File: src/rtl/mem_issue_queue_pkg.sv
// Shared definitions for the memory issue queue: word/opcode widths, ROB sizing
// and memory opcode encodings (bit 3 set marks a store).
package mem_issue_queue_pkg;
    localparam int WORD_WIDTH        = 32;
    localparam int DATA_WIDTH_MEM_OP = 4;
    localparam int ROB_DEPTH         = 16;
    localparam int ROB_TAG_W         = $clog2(ROB_DEPTH);

    localparam logic [DATA_WIDTH_MEM_OP-1:0] MEM_OP_LOAD_B  = 4'h0;
    localparam logic [DATA_WIDTH_MEM_OP-1:0] MEM_OP_LOAD_H  = 4'h1;
    localparam logic [DATA_WIDTH_MEM_OP-1:0] MEM_OP_LOAD_W  = 4'h2;
    localparam logic [DATA_WIDTH_MEM_OP-1:0] MEM_OP_LOAD_BU = 4'h4;
    localparam logic [DATA_WIDTH_MEM_OP-1:0] MEM_OP_LOAD_HU = 4'h5;
    localparam logic [DATA_WIDTH_MEM_OP-1:0] MEM_OP_SB      = 4'h8;
    localparam logic [DATA_WIDTH_MEM_OP-1:0] MEM_OP_SH      = 4'h9;
    localparam logic [DATA_WIDTH_MEM_OP-1:0] MEM_OP_SW      = 4'hA;

    function automatic logic is_load(input logic [DATA_WIDTH_MEM_OP-1:0] op);
        return !op[DATA_WIDTH_MEM_OP-1];
    endfunction
endpackage

File: src/rtl/mem_iq_entry.sv
// One issue-queue slot: stores a memory op and wakes up its operands from the CDB,
// including a bypass of a broadcast that coincides with the write.
module mem_iq_entry
    import mem_issue_queue_pkg::*;
(
    input  logic                         clk,
    input  logic                         rst,
    input  logic                         i_clear,
    input  logic                         i_write,
    input  logic [DATA_WIDTH_MEM_OP-1:0] i_op,
    input  logic [WORD_WIDTH-1:0]        i_imm,
    input  logic [WORD_WIDTH-1:0]        i_rs1_value,
    input  logic                         i_rs1_ready,
    input  logic [ROB_TAG_W-1:0]         i_rs1_tag,
    input  logic [WORD_WIDTH-1:0]        i_rs2_value,
    input  logic                         i_rs2_ready,
    input  logic [ROB_TAG_W-1:0]         i_rs2_tag,
    input  logic [ROB_TAG_W-1:0]         i_pdst,
    input  logic                         i_cdb_valid,
    input  logic [ROB_TAG_W-1:0]         i_cdb_tag,
    input  logic [WORD_WIDTH-1:0]        i_cdb_value,
    output logic                         o_valid,
    output logic [DATA_WIDTH_MEM_OP-1:0] o_op,
    output logic [WORD_WIDTH-1:0]        o_imm,
    output logic [WORD_WIDTH-1:0]        o_rs1_value,
    output logic                         o_rs1_ready,
    output logic [WORD_WIDTH-1:0]        o_rs2_value,
    output logic                         o_rs2_ready,
    output logic [ROB_TAG_W-1:0]         o_pdst
);
    logic                         r_valid;
    logic [DATA_WIDTH_MEM_OP-1:0] r_op;
    logic [WORD_WIDTH-1:0]        r_imm, r_rs1_value, r_rs2_value;
    logic                         r_rs1_ready, r_rs2_ready;
    logic [ROB_TAG_W-1:0]         r_rs1_tag, r_rs2_tag, r_pdst;

    logic w_in_rs1_hit, w_in_rs2_hit, w_in_rs2_ready;
    logic w_rs1_wake, w_rs2_wake;

    // Incoming-operand match against a broadcast in the same cycle as the write.
    assign w_in_rs1_hit   = i_cdb_valid && !i_rs1_ready && (i_cdb_tag == i_rs1_tag);
    assign w_in_rs2_ready = i_rs2_ready || is_load(i_op);
    assign w_in_rs2_hit   = i_cdb_valid && !w_in_rs2_ready && (i_cdb_tag == i_rs2_tag);

    assign w_rs1_wake = r_valid && !r_rs1_ready && i_cdb_valid && (i_cdb_tag == r_rs1_tag);
    assign w_rs2_wake = r_valid && !r_rs2_ready && i_cdb_valid && (i_cdb_tag == r_rs2_tag);

    always_ff @(posedge clk or posedge rst) begin
        if (rst) begin
            r_valid     <= 1'b0;
            r_op        <= '0;
            r_imm       <= '0;
            r_rs1_value <= '0;
            r_rs2_value <= '0;
            r_rs1_ready <= 1'b0;
            r_rs2_ready <= 1'b0;
            r_rs1_tag   <= '0;
            r_rs2_tag   <= '0;
            r_pdst      <= '0;
        end else if (i_clear) begin
            r_valid <= 1'b0;
        end else if (i_write) begin
            r_valid     <= 1'b1;
            r_op        <= i_op;
            r_imm       <= i_imm;
            r_rs1_tag   <= i_rs1_tag;
            r_rs2_tag   <= i_rs2_tag;
            r_pdst      <= i_pdst;
            r_rs1_ready <= i_rs1_ready || w_in_rs1_hit;
            r_rs2_ready <= w_in_rs2_ready || w_in_rs2_hit;
            r_rs1_value <= w_in_rs1_hit ? i_cdb_value : i_rs1_value;
            r_rs2_value <= w_in_rs2_hit ? i_cdb_value : i_rs2_value;
        end else begin
            if (w_rs1_wake) begin
                r_rs1_ready <= 1'b1;
                r_rs1_value <= i_cdb_value;
            end
            if (w_rs2_wake) begin
                r_rs2_ready <= 1'b1;
                r_rs2_value <= i_cdb_value;
            end
        end
    end

    assign o_valid     = r_valid;
    assign o_op        = r_op;
    assign o_imm       = r_imm;
    assign o_rs1_value = r_rs1_value;
    assign o_rs1_ready = r_rs1_ready;
    assign o_rs2_value = r_rs2_value;
    assign o_rs2_ready = r_rs2_ready;
    assign o_pdst      = r_pdst;
endmodule

File: src/rtl/mem_issue_queue.sv
// In-order memory issue queue: circular FIFO of mem_iq_entry slots, issuing only
// from the head once both operands are ready and the memory side accepts.
module mem_issue_queue
    import mem_issue_queue_pkg::*;
#(
    parameter int DEPTH = 4
) (
    input  logic                         clk,
    input  logic                         rst,
    input  logic                         flush,
    input  logic                         disp_valid,
    input  logic [DATA_WIDTH_MEM_OP-1:0] disp_op,
    input  logic [WORD_WIDTH-1:0]        disp_imm,
    input  logic [WORD_WIDTH-1:0]        disp_rs1_value,
    input  logic [WORD_WIDTH-1:0]        disp_rs2_value,
    input  logic                         disp_rs1_ready,
    input  logic                         disp_rs2_ready,
    input  logic [ROB_TAG_W-1:0]         disp_rs1_tag,
    input  logic [ROB_TAG_W-1:0]         disp_rs2_tag,
    input  logic [ROB_TAG_W-1:0]         disp_Pdst,
    output logic                         disp_ready,
    input  logic                         cdb_valid,
    input  logic [ROB_TAG_W-1:0]         cdb_tag,
    input  logic [WORD_WIDTH-1:0]        cdb_value,
    input  logic                         mem_ready,
    output logic                         mem_issue_en,
    output logic [DATA_WIDTH_MEM_OP-1:0] mem_issue_queue_op,
    output logic [WORD_WIDTH-1:0]        mem_issue_queue_imm,
    output logic [WORD_WIDTH-1:0]        mem_issue_queue_rs1_value,
    output logic [WORD_WIDTH-1:0]        mem_issue_queue_rs2_value,
    output logic [ROB_TAG_W-1:0]         mem_issue_queue_Pdst,
    output logic                         queue_empty
);
    localparam int PTR_W = $clog2(DEPTH);
    localparam int CNT_W = PTR_W + 1;

    logic [PTR_W-1:0] r_head, r_tail;
    logic [CNT_W-1:0] r_count;

    logic w_full, w_enq, w_issue;

    logic                         w_e_valid     [DEPTH];
    logic [DATA_WIDTH_MEM_OP-1:0] w_e_op        [DEPTH];
    logic [WORD_WIDTH-1:0]        w_e_imm       [DEPTH];
    logic [WORD_WIDTH-1:0]        w_e_rs1_value [DEPTH];
    logic                         w_e_rs1_ready [DEPTH];
    logic [WORD_WIDTH-1:0]        w_e_rs2_value [DEPTH];
    logic                         w_e_rs2_ready [DEPTH];
    logic [ROB_TAG_W-1:0]         w_e_pdst      [DEPTH];

    assign w_full      = (r_count == CNT_W'(DEPTH));
    assign disp_ready  = !w_full;
    assign queue_empty = (r_count == '0);
    assign w_enq       = disp_valid && disp_ready && !flush;
    assign w_issue     = w_e_valid[r_head] && w_e_rs1_ready[r_head] && w_e_rs2_ready[r_head]
                         && mem_ready && !flush;
    assign mem_issue_en = w_issue;

    generate
        for (genvar gi = 0; gi < DEPTH; gi++) begin : g_entry
            mem_iq_entry u_entry (
                .clk         (clk),
                .rst         (rst),
                .i_clear     (flush || (w_issue && (r_head == PTR_W'(gi)))),
                .i_write     (w_enq && (r_tail == PTR_W'(gi))),
                .i_op        (disp_op),
                .i_imm       (disp_imm),
                .i_rs1_value (disp_rs1_value),
                .i_rs1_ready (disp_rs1_ready),
                .i_rs1_tag   (disp_rs1_tag),
                .i_rs2_value (disp_rs2_value),
                .i_rs2_ready (disp_rs2_ready),
                .i_rs2_tag   (disp_rs2_tag),
                .i_pdst      (disp_Pdst),
                .i_cdb_valid (cdb_valid),
                .i_cdb_tag   (cdb_tag),
                .i_cdb_value (cdb_value),
                .o_valid     (w_e_valid[gi]),
                .o_op        (w_e_op[gi]),
                .o_imm       (w_e_imm[gi]),
                .o_rs1_value (w_e_rs1_value[gi]),
                .o_rs1_ready (w_e_rs1_ready[gi]),
                .o_rs2_value (w_e_rs2_value[gi]),
                .o_rs2_ready (w_e_rs2_ready[gi]),
                .o_pdst      (w_e_pdst[gi])
            );
        end
    endgenerate

    // Head fields are shown whenever the head slot holds an op, zero otherwise.
    always_comb begin
        mem_issue_queue_op        = '0;
        mem_issue_queue_imm       = '0;
        mem_issue_queue_rs1_value = '0;
        mem_issue_queue_rs2_value = '0;
        mem_issue_queue_Pdst      = '0;
        if (w_e_valid[r_head]) begin
            mem_issue_queue_op        = w_e_op[r_head];
            mem_issue_queue_imm       = w_e_imm[r_head];
            mem_issue_queue_rs1_value = w_e_rs1_value[r_head];
            mem_issue_queue_rs2_value = w_e_rs2_value[r_head];
            mem_issue_queue_Pdst      = w_e_pdst[r_head];
        end
    end

    // Pointers wrap naturally because DEPTH is a power of two.
    always_ff @(posedge clk or posedge rst) begin
        if (rst) begin
            r_head  <= '0;
            r_tail  <= '0;
            r_count <= '0;
        end else if (flush) begin
            r_head  <= '0;
            r_tail  <= '0;
            r_count <= '0;
        end else begin
            if (w_enq) begin
                r_tail <= r_tail + 1'b1;
            end
            if (w_issue) begin
                r_head <= r_head + 1'b1;
            end
            if (w_enq && !w_issue) begin
                r_count <= r_count + 1'b1;
            end else if (!w_enq && w_issue) begin
                r_count <= r_count - 1'b1;
            end
        end
    end
endmodule

File: config.mk
export PLATFORM = sky130hd
export DESIGN_NAME = mem_issue_queue
export DESIGN_NICKNAME = d
export VERILOG_FILES = /design/src/rtl/mem_issue_queue_pkg.sv /design/src/rtl/mem_iq_entry.sv /design/src/rtl/mem_issue_queue.sv
export SDC_FILE = /design/constraint.sdc
export NUM_CORES = 1
export LEC_CHECK = 0
export ABC_AREA = 0
export BUFFER_PORTS_ARGS = -buffer_cell sky130_fd_sc_hd__buf_2
export CORE_ASPECT_RATIO = 0.75
export CORE_MARGIN = 2
export CORE_UTILIZATION = 35
export DETAILED_ROUTE_END_ITERATION = 7
export GPL_ROUTABILITY_DRIVEN = 0
export PLACE_DENSITY = 0.49
export SYNTH_ARGS = -nofsm -noshare
export SYNTH_HDL_FRONTEND = slang
export SYNTH_SLANG_ARGS = --single-unit
File: constraint.sdc
create_clock -name clk -period 49.3 [get_ports clk]
set_clock_uncertainty 0.05 [all_clocks]
set_input_delay 9.86 -clock clk [delete_from_list [all_inputs] [get_ports clk]]
set_output_delay 9.86 -clock clk [all_outputs]
set_load 0.05 [all_outputs]
==> results of run 1 <==
-- cell usage after synthesis (2+ instances only) --
library cell / n / area (sq um)
a211oi_1: 4 / 30.0
a21o_1: 4 / 30.0
a21oi_1: 5 / 25.0
a221oi_2: 3 / 45.0
a221oi_4: 5 / 131
and3_1: 2 / 12.5
and4b_1: 4 / 40.0
buf_1: 10 / 37.5
buf_2: 54 / 270
buf_4: 9 / 67.6
buf_6: 17 / 191
clkbuf_1: 24 / 90.1
dfrtp_1: 467 / 11700
ha_1: 8 / 100
inv_1: 7 / 26.3
mux2_1: 12 / 135
mux2_2: 686 / 7720
mux2_4: 10 / 150
mux4_2: 105 / 2360
nand2_1: 8 / 30.0
nand2b_1: 2 / 12.5
nand3_1: 3 / 15.0
nand4_1: 8 / 50.1
nand4b_1: 5 / 43.8
nor2_1: 12 / 45.0
nor2b_1: 105 / 657
nor3_1: 10 / 50.1
o21ai_1: 4 / 20.0
o22a_1: 8 / 70.1
xnor2_1: 31 / 272
xor2_1: 12 / 105
-- registers in the layout, indices dropped and copies added, names as in the netlist --
signal / count
g_entry.u_entry.o_pdst: 16
g_entry.u_entry.o_rs1_ready: 4
g_entry.u_entry.o_rs2_value: 128
g_entry.u_entry.o_rs1_value: 128
r_head: 2
r_tail: 2
g_entry.u_entry.o_op: 16
g_entry.u_entry.o_imm: 128
r_count: 3
g_entry.u_entry.r_rs1_tag: 16
g_entry.u_entry.r_rs2_tag: 16
g_entry.u_entry.o_valid: 4
g_entry.u_entry.o_rs2_ready: 4
-- worst max-delay path, cell delays in order --
cell       delay [ps]
buf_2             100
o2111ai_2         130
o21ai_2           110
buf_4             400
nor2b_1           190
buf_2             310
-- final cells by class --
class,instances,area (sq um),area share
Clock inverter,26,467,0.0161
Multi-Input combinational cell,1070,12500,0.431
Clock buffer,70,1510,0.0522
Timing Repair Buffer,292,1550,0.0536
Antenna cell,7,17.5,0.000606
Inverter,7,33.8,0.00117
Tap cell,946,1180,0.0409
Sequential cell,467,11700,0.404
-- logic make-up after synthesis --
family | after synthesis
mux | 814
fa+ha+maj | 9
compound gates | 39
simple gates | 165
buf+inv | 121
xor+xnor | 43
flops | 467
-- through the flow --
stage               power [W]  hold slack (ps)  std cells  worst slack (ps)  cell area [sq um]
global route          0.00151              457       2882             28170              28900
detailed placement   0.000991              428       2782             28260              26900
finish                0.00143              435       2885             28280              28900
CTS                   0.00145              442       2878             28250              28900
global placement     0.000978              412       2782             28240              26900
floorplan            0.000896              403       1658             26370              24700
-- worst min path at each step --
| stage | startpoint | to | slack (ps) | depth (start not counted) |
|---|---|---|---|---|
| global route | g_entry[2].u_entry.o_rs2_value[8] | g_entry[2].u_entry.o_rs2_value[8] | 460 | 1 |
| floorplan | g_entry[3].u_entry.o_rs1_value[1] | g_entry[3].u_entry.o_rs1_value[1] | 400 | 1 |
| CTS | g_entry[2].u_entry.o_rs2_value[4] | g_entry[2].u_entry.o_rs2_value[4] | 440 | 1 |
| finish | g_entry[2].u_entry.o_rs2_value[4] | g_entry[2].u_entry.o_rs2_value[4] | 430 | 1 |
| detailed placement | g_entry[2].u_entry.o_rs2_value[4] | g_entry[2].u_entry.o_rs2_value[4] | 430 | 1 |
| global placement | g_entry[2].u_entry.o_rs2_value[8] | g_entry[2].u_entry.o_rs2_value[8] | 410 | 1 |
-- per-layer routing --
| layer | global-route usage | wire length [um] | vias to the layer above |
|---|---|---|---|
| met5 | 0 | 126 | - |
| met4 | 0.0478 | 1280 | 20 |
| met3 | 0.0411 | 3570 | 110 |
| met2 | 0.308 | 32500 | 253 |
| met1 | 0.257 | 31100 | 7830 |
| li1 | - | - | 6655 |
-- power groups by stage --
stage	Combinational, W	Sequential [W]	Clock, W
4_1_cts	0.000382	0.000604	0.000463
5_1_grt	0.000408	0.000624	0.000477
2_1_floorplan	0.000311	0.000585	0
6_report	0.000376	0.000604	0.000449
3_3_place_gp	0.000374	0.000604	0
3_5_place_dp	0.000382	0.000609	0
-- layout by cell type (no fill, tap or decap), drive strengths merged, types with 9 or more instances in the layout --
cell type | Yosys | routed
nor3 | 11 | 11
mux4 | 105 | 105
buf | 90 | 292
clkbuf | 24 | 70
inv | 7 | 9
xnor2 | 31 | 31
nor2 | 12 | 12
clkinv | 0 | 11
nor2b | 105 | 105
xor2 | 12 | 12
bufinv | 0 | 12
mux2 | 708 | 708
dfrtp | 467 | 467
==> results.json, run 1 <==
{
  "status": "complete, no violations",
  "synth_compound_area_frac": 0.0164,
  "io_buffers": 262,
  "dr.pass1.iters": 4,
  "hp-class": "reg -> reg",
  "grt_pass1_wl_um": 105000,
  "grt-ovfl-total": 0,
  "seq_area_frac_synth": 0.474,
  "die_h_um": 234,
  "crit_type": "in -> out",
  "vias": 14900,
  "worstSetupEndpointType": "output pin",
  "switching_power_w": 0.000400,
  "antenna_found_initial": 18,
  "clkSlewWorstSetupHoldPaths_ps": 60,
  "final_util": 0.414,
  "critPathArrivalTime_ps": 11110,
  "row_count": 84,
  "synth_xor_area_frac": 0.0153,
  "power_switching_share": 0.280,
  "p_comb_frac": 0.263,
  "critical_path_required_ps": 39390,
  "grt_max_degree": 172,
  "start_kind": "input pin",
  "ctsHoldBuffers": 0,
  "synthAdderAreaFrac": 0.00487,
  "viasPerCell": 5.15,
  "endpoint": "mem_issue_en",
  "drive_above_1_share": 0.627,
  "htreeDepth": 2,
  "die_width_um": 311,
  "netlist_area_sq_um": 24700,
  "seqPwrFrac": 0.423,
  "fmax_mhz": 47.6,
  "io_pins": 263,
  "clock-root-buffer": "clkbuf_16",
  "hold_viol": 0,
  "totalWireLength_um": 68600,
  "synth-edff-count": 0,
  "initial_core_util": 0.353,
  "avgSynthCellArea_sq_um": 14.9,
  "synthCells": 1658,
  "cts_tree": "yes",
  "core_sq_um": 69900,
  "clock_sinks": 467,
  "critPathMaxFanout": 22,
  "finalSetupViolations": 0,
  "slew_headroom": 0.272,
  "synthesis.nets": 1823,
  "clkPwrFrac": 0.314,
  "post-route-period-util": 0.426,
  "drc": 0,
  "first_global_vias": 16000,
  "syn_to_final_growth_pct": 17.2,
  "worst-r2r-cell-count": 8,
  "p_int_w": 0.00103,
  "routedWlPerCell_um": 23.8,
  "yosysWarnings": 0,
  "die_area_sq_um": 72600,
  "tns_ps": 0,
  "ctsResizeCount": 0,
  "ir_drop_mv": 0.0254,
  "grt.total_usage": 0.189,
  "worst-r2r-setup-slack_ps": 44870,
  "fin_nets": 2055,
  "cp-startpoint": "mem_ready",
  "r2r_end": "g_entry[3].u_entry.o_rs1_value[26]",
  "numCtsBuffers": 52,
  "insertion_delay_ps": 610,
  "async_flop_share": 1.00,
  "cap_viol_max_count": 0,
  "reg2reg_from": "r_head[1]",
  "synth_ff_type": "dfrtp_1",
  "synthMuxAreaShare": 0.421,
  "rsz0062_at_grt": "no",
  "drtIter0Drc": 603,
  "worst_pin_slew_ps": 1090,
  "synth-simple-area-share": 0.0409,
  "synth-seq-cells": 467,
  "p_leak_nw": 12.5,
  "dpl.hpwl_um": 42300,
  "period_needed_ps": 21020,
  "nFillCells": 6539,
  "detail-route-antenna-nets": 0,
  "cts_buffer_depth": 3,
  "synth_top_family_by_area": "multiplexers",
  "slew_violations": 0,
  "power.density_nw_per_um2": 49.4,
  "post_cts_buffers": 0,
  "synth_cell_types": 45
}
Power figures use the tool's default switching activity.
==> run 2, diff against run 1 <==
--- a/config.mk
+++ b/config.mk
@@ -5,14 +5,14 @@
 export SDC_FILE = /design/constraint.sdc
 export NUM_CORES = 1
 export LEC_CHECK = 0
-export ABC_AREA = 0
+export ABC_AREA = 1
 export BUFFER_PORTS_ARGS = -buffer_cell sky130_fd_sc_hd__buf_2
 export CORE_ASPECT_RATIO = 0.75
 export CORE_MARGIN = 2
 export CORE_UTILIZATION = 35
 export DETAILED_ROUTE_END_ITERATION = 7
 export GPL_ROUTABILITY_DRIVEN = 0
-export PLACE_DENSITY = 0.49
+export PLACE_DENSITY = 0.51
 export SYNTH_ARGS = -nofsm -noshare
 export SYNTH_HDL_FRONTEND = slang
 export SYNTH_SLANG_ARGS = --single-unit
==> constraint.sdc (replaced) <==
create_clock -name clk -period 18.2 [get_ports clk]
set_clock_uncertainty 0.05 [all_clocks]
set_input_delay 3.64 -clock clk [delete_from_list [all_inputs] [get_ports clk]]
set_output_delay 3.64 -clock clk [all_outputs]
set_load 0.05 [all_outputs]
==> run 2 against run 1 <==
Against the previous run: wire length rose by 43%; die area rose by 6.0%; sequential cell count unchanged; setup slack worse by 18000 ps; register-to-register slack got worse by 30000 ps; synthesized area grew 6.1%; combinational power rose to 2.9 times the previous value; critical path depth down 1; synthesized cell count is 130% higher; largest power group unchanged; highest routed layer unchanged.
==> results.json, run 2 <==
{
  "status": "complete, no violations",
  "io_buffers": 262,
  "synthCells": 3747,
  "cts_tree": "yes",
  "worstSetupEndpointType": "output pin",
  "synth-seq-cells": 467,
  "netlist_area_sq_um": 26200,
  "synthesis.nets": 3912,
  "grt_max_degree": 130,
  "numPlacedInstances": 4775,
  "slew_headroom": 0.225,
  "worst_pin_slew_ps": 1160,
  "critPathMaxFanout": 17,
  "die_h_um": 241,
  "syn_to_final_growth_pct": 13.1,
  "avgSynthCellArea_sq_um": 6.98,
  "synth_ff_type": "dfrtp_1",
  "grt-ovfl-total": 0,
  "finalNonFillerCells": 4876,
  "core_sq_um": 73700,
  "async_flop_share": 1.00,
  "stdcell_area_sq_um": 29600,
  "rsz0062_at_grt": "no",
  "final_common_cell": "nand2_1",
  "period_needed_ps": 8310,
  "reg2reg_from": "r_head[0]",
  "detail-route-antenna-nets": 0,
  "drive_above_1_share": 0.115,
  "dr.pass1.iters": 6,
  "nFillCells": 7916,
  "finalSetupViolations": 0,
  "hp-start": "g_entry[2].u_entry.o_rs2_value[5]",
  "synth-edff-count": 0,
  "hold_viol": 0,
  "clock_sinks": 467,
  "viasPerCell": 5.20,
  "dpl.hpwl_um": 56400,
  "synthAdderAreaFrac": 0.00459,
  "synth_top_family_by_area": "simple AND/OR/NAND/NOR gates",
  "initial_core_util": 0.355,
  "yosysMostFrequentCell": "nand2_1",
  "slew_violations": 0,
  "synth_top_area_share": 0.447,
  "synth_area_leaders": "dfrtp_1 (45%), nand2_1 (23%), nand3_1 (5.1%), o21ai_0 (4.8%), inv_1 (3.8%)",
  "p_leak_nw": 16.6,
  "start_kind": "input pin",
  "vias": 25300,
  "seq_area_frac_synth": 0.447,
  "ctsResizeCount": 0,
  "post-synth-top-area-cell": "dfrtp_1",
  "final_cell_mix": "nand2_1 (1567), dfrtp_1 (465), nand3_1 (269), inv_1 (262), buf_2 (262)",
  "synth-simple-area-share": 0.343,
  "insertion_delay_ps": 630,
  "drc": 0,
  "synth_cell_types": 31,
  "cap_viol_max_count": 0,
  "grt_pass1_wl_um": 148000,
  "crit_type": "in -> out",
  "fmax_mhz": 120,
  "cp-startpoint": "flush",
  "ctsHoldBuffers": 0,
  "clkSlewWorstSetupHoldPaths_ps": 60,
  "first_global_vias": 23300,
  "antenna_found_initial": 8,
  "post_cts_buffers": 0,
  "synthMuxAreaShare": 0,
  "met1_length_um": 46200,
  "synth_compound_area_frac": 0.106,
  "routedWlPerCell_um": 20.2,
  "hp-class": "reg -> reg",
  "ir_drop_mv": 0.0638,
  "htreeDepth": 2,
  "critical_path_required_ps": 14510,
  "top_layer": "met5",
  "power.density_nw_per_um2": 132,
  "numCtsBuffers": 53,
  "met2_length_um": 41200,
  "critPathArrivalTime_ps": 4620,
  "io_pins": 263,
  "synthTopCellsByCount": "nand2_1 (1568), dfrtp_1 (467), nand3_1 (269)",
  "row_count": 86,
  "cts_buffer_depth": 3,
  "synth_xor_area_frac": 0.0117,
  "post-route-period-util": 0.457,
  "route.met3.wl_um": 8400,
  "fin_nets": 4027,
  "place_area_sq_um": 27800,
  "die_area_sq_um": 77000,
  "tns_ps": 0,
  "yosysWarnings": 0,
  "clock-root-buffer": "clkbuf_16",
  "totalWireLength_um": 98400,
  "die_width_um": 320,
  "grt.total_usage": 0.253,
  "drtIter0Drc": 2650
}
run 2: cell count changes after synthesis, moves of 40 or more:
cell	previous run	this run
nand2_1	8	1568
mux2_2	686	0
nand3_1	3	269
inv_1	7	268
o21ai_0	1	249
nor2_1	12	236
o21ai_1	4	165
mux4_2	105	0
nor2b_1	105	0
o22ai_1	0	104
clkbuf_1	24	92
nand4_1	8	70
buf_2	54	94
run 2: logic make-up after synthesis:
kind of cell / after synthesis
fa+ha+maj: 9
xor+xnor: 34
flops: 467
simple gates: 2188
compound gates: 526
buf+inv: 523
run 2: worst paths after layout:
kind | to | slack (ps) | depth (start not counted)
worst max-delay path | mem_issue_en | 9890 | 5
worst min-delay path | g_entry[2].u_entry.o_rs2_value[5] | 420 | 2
worst max register to register | g_entry[0].u_entry.o_rs2_value[11] | 14430 | 10
worst min register to register | g_entry[2].u_entry.o_rs2_value[5] | 420 | 2
max in group asynchronous | g_entry[0].u_entry.o_rs2_value[28] | 12890 | 4
min in group asynchronous | r_count[1] | 3140 | 2
run 2: critical path: stages:
cell and delay (ps):
buf_2 140, inv_2 320, nand3_1 120, inv_1 110, buf_2 280
run 2: layer usage:
layer,vias up,GRT usage
met5,-,0
met4,10,0.0686
li1,12200,-
met2,986,0.376
met1,12000,0.374
met3,182,0.0474
run 2: power by group:
| part | total, W | switching [W] | internal (W) | leakage (nW) |
|---|---|---|---|---|
| clock | 0.00110 | 0.000464 | 0.000638 | 0.852 |
| sequential | 0.00170 | 0.000230 | 0.00147 | 6.06 |
| combinational | 0.00110 | 0.000713 | 0.000383 | 9.69 |
| total | 0.00390 | 0.00141 | 0.00249 | 16.6 |
run 2: through the flow:
step                total power, W  utilization  hold WS, ps  setup slack (ps)
floorplan                  0.00249            -          394              1490
global placement           0.00280        0.378          407              9870
detailed placement         0.00280        0.378          409              9880
CTS                        0.00392        0.401          425              9880
global route               0.00417        0.401          438              9770
finish                     0.00390        0.401          422              9890
run 2: layout make-up:
cell class	count	area (sq um)	share of cell area
inverters	281	1070	0.0362
multi-input cells	2757	12200	0.414
repair buffers	302	1620	0.0549
diodes	2	5.00	0.000169
flip-flops and latches	467	11700	0.395
clock buffers	85	1590	0.0537
clock inverters	14	154	0.00520
well taps	968	1210	0.0409
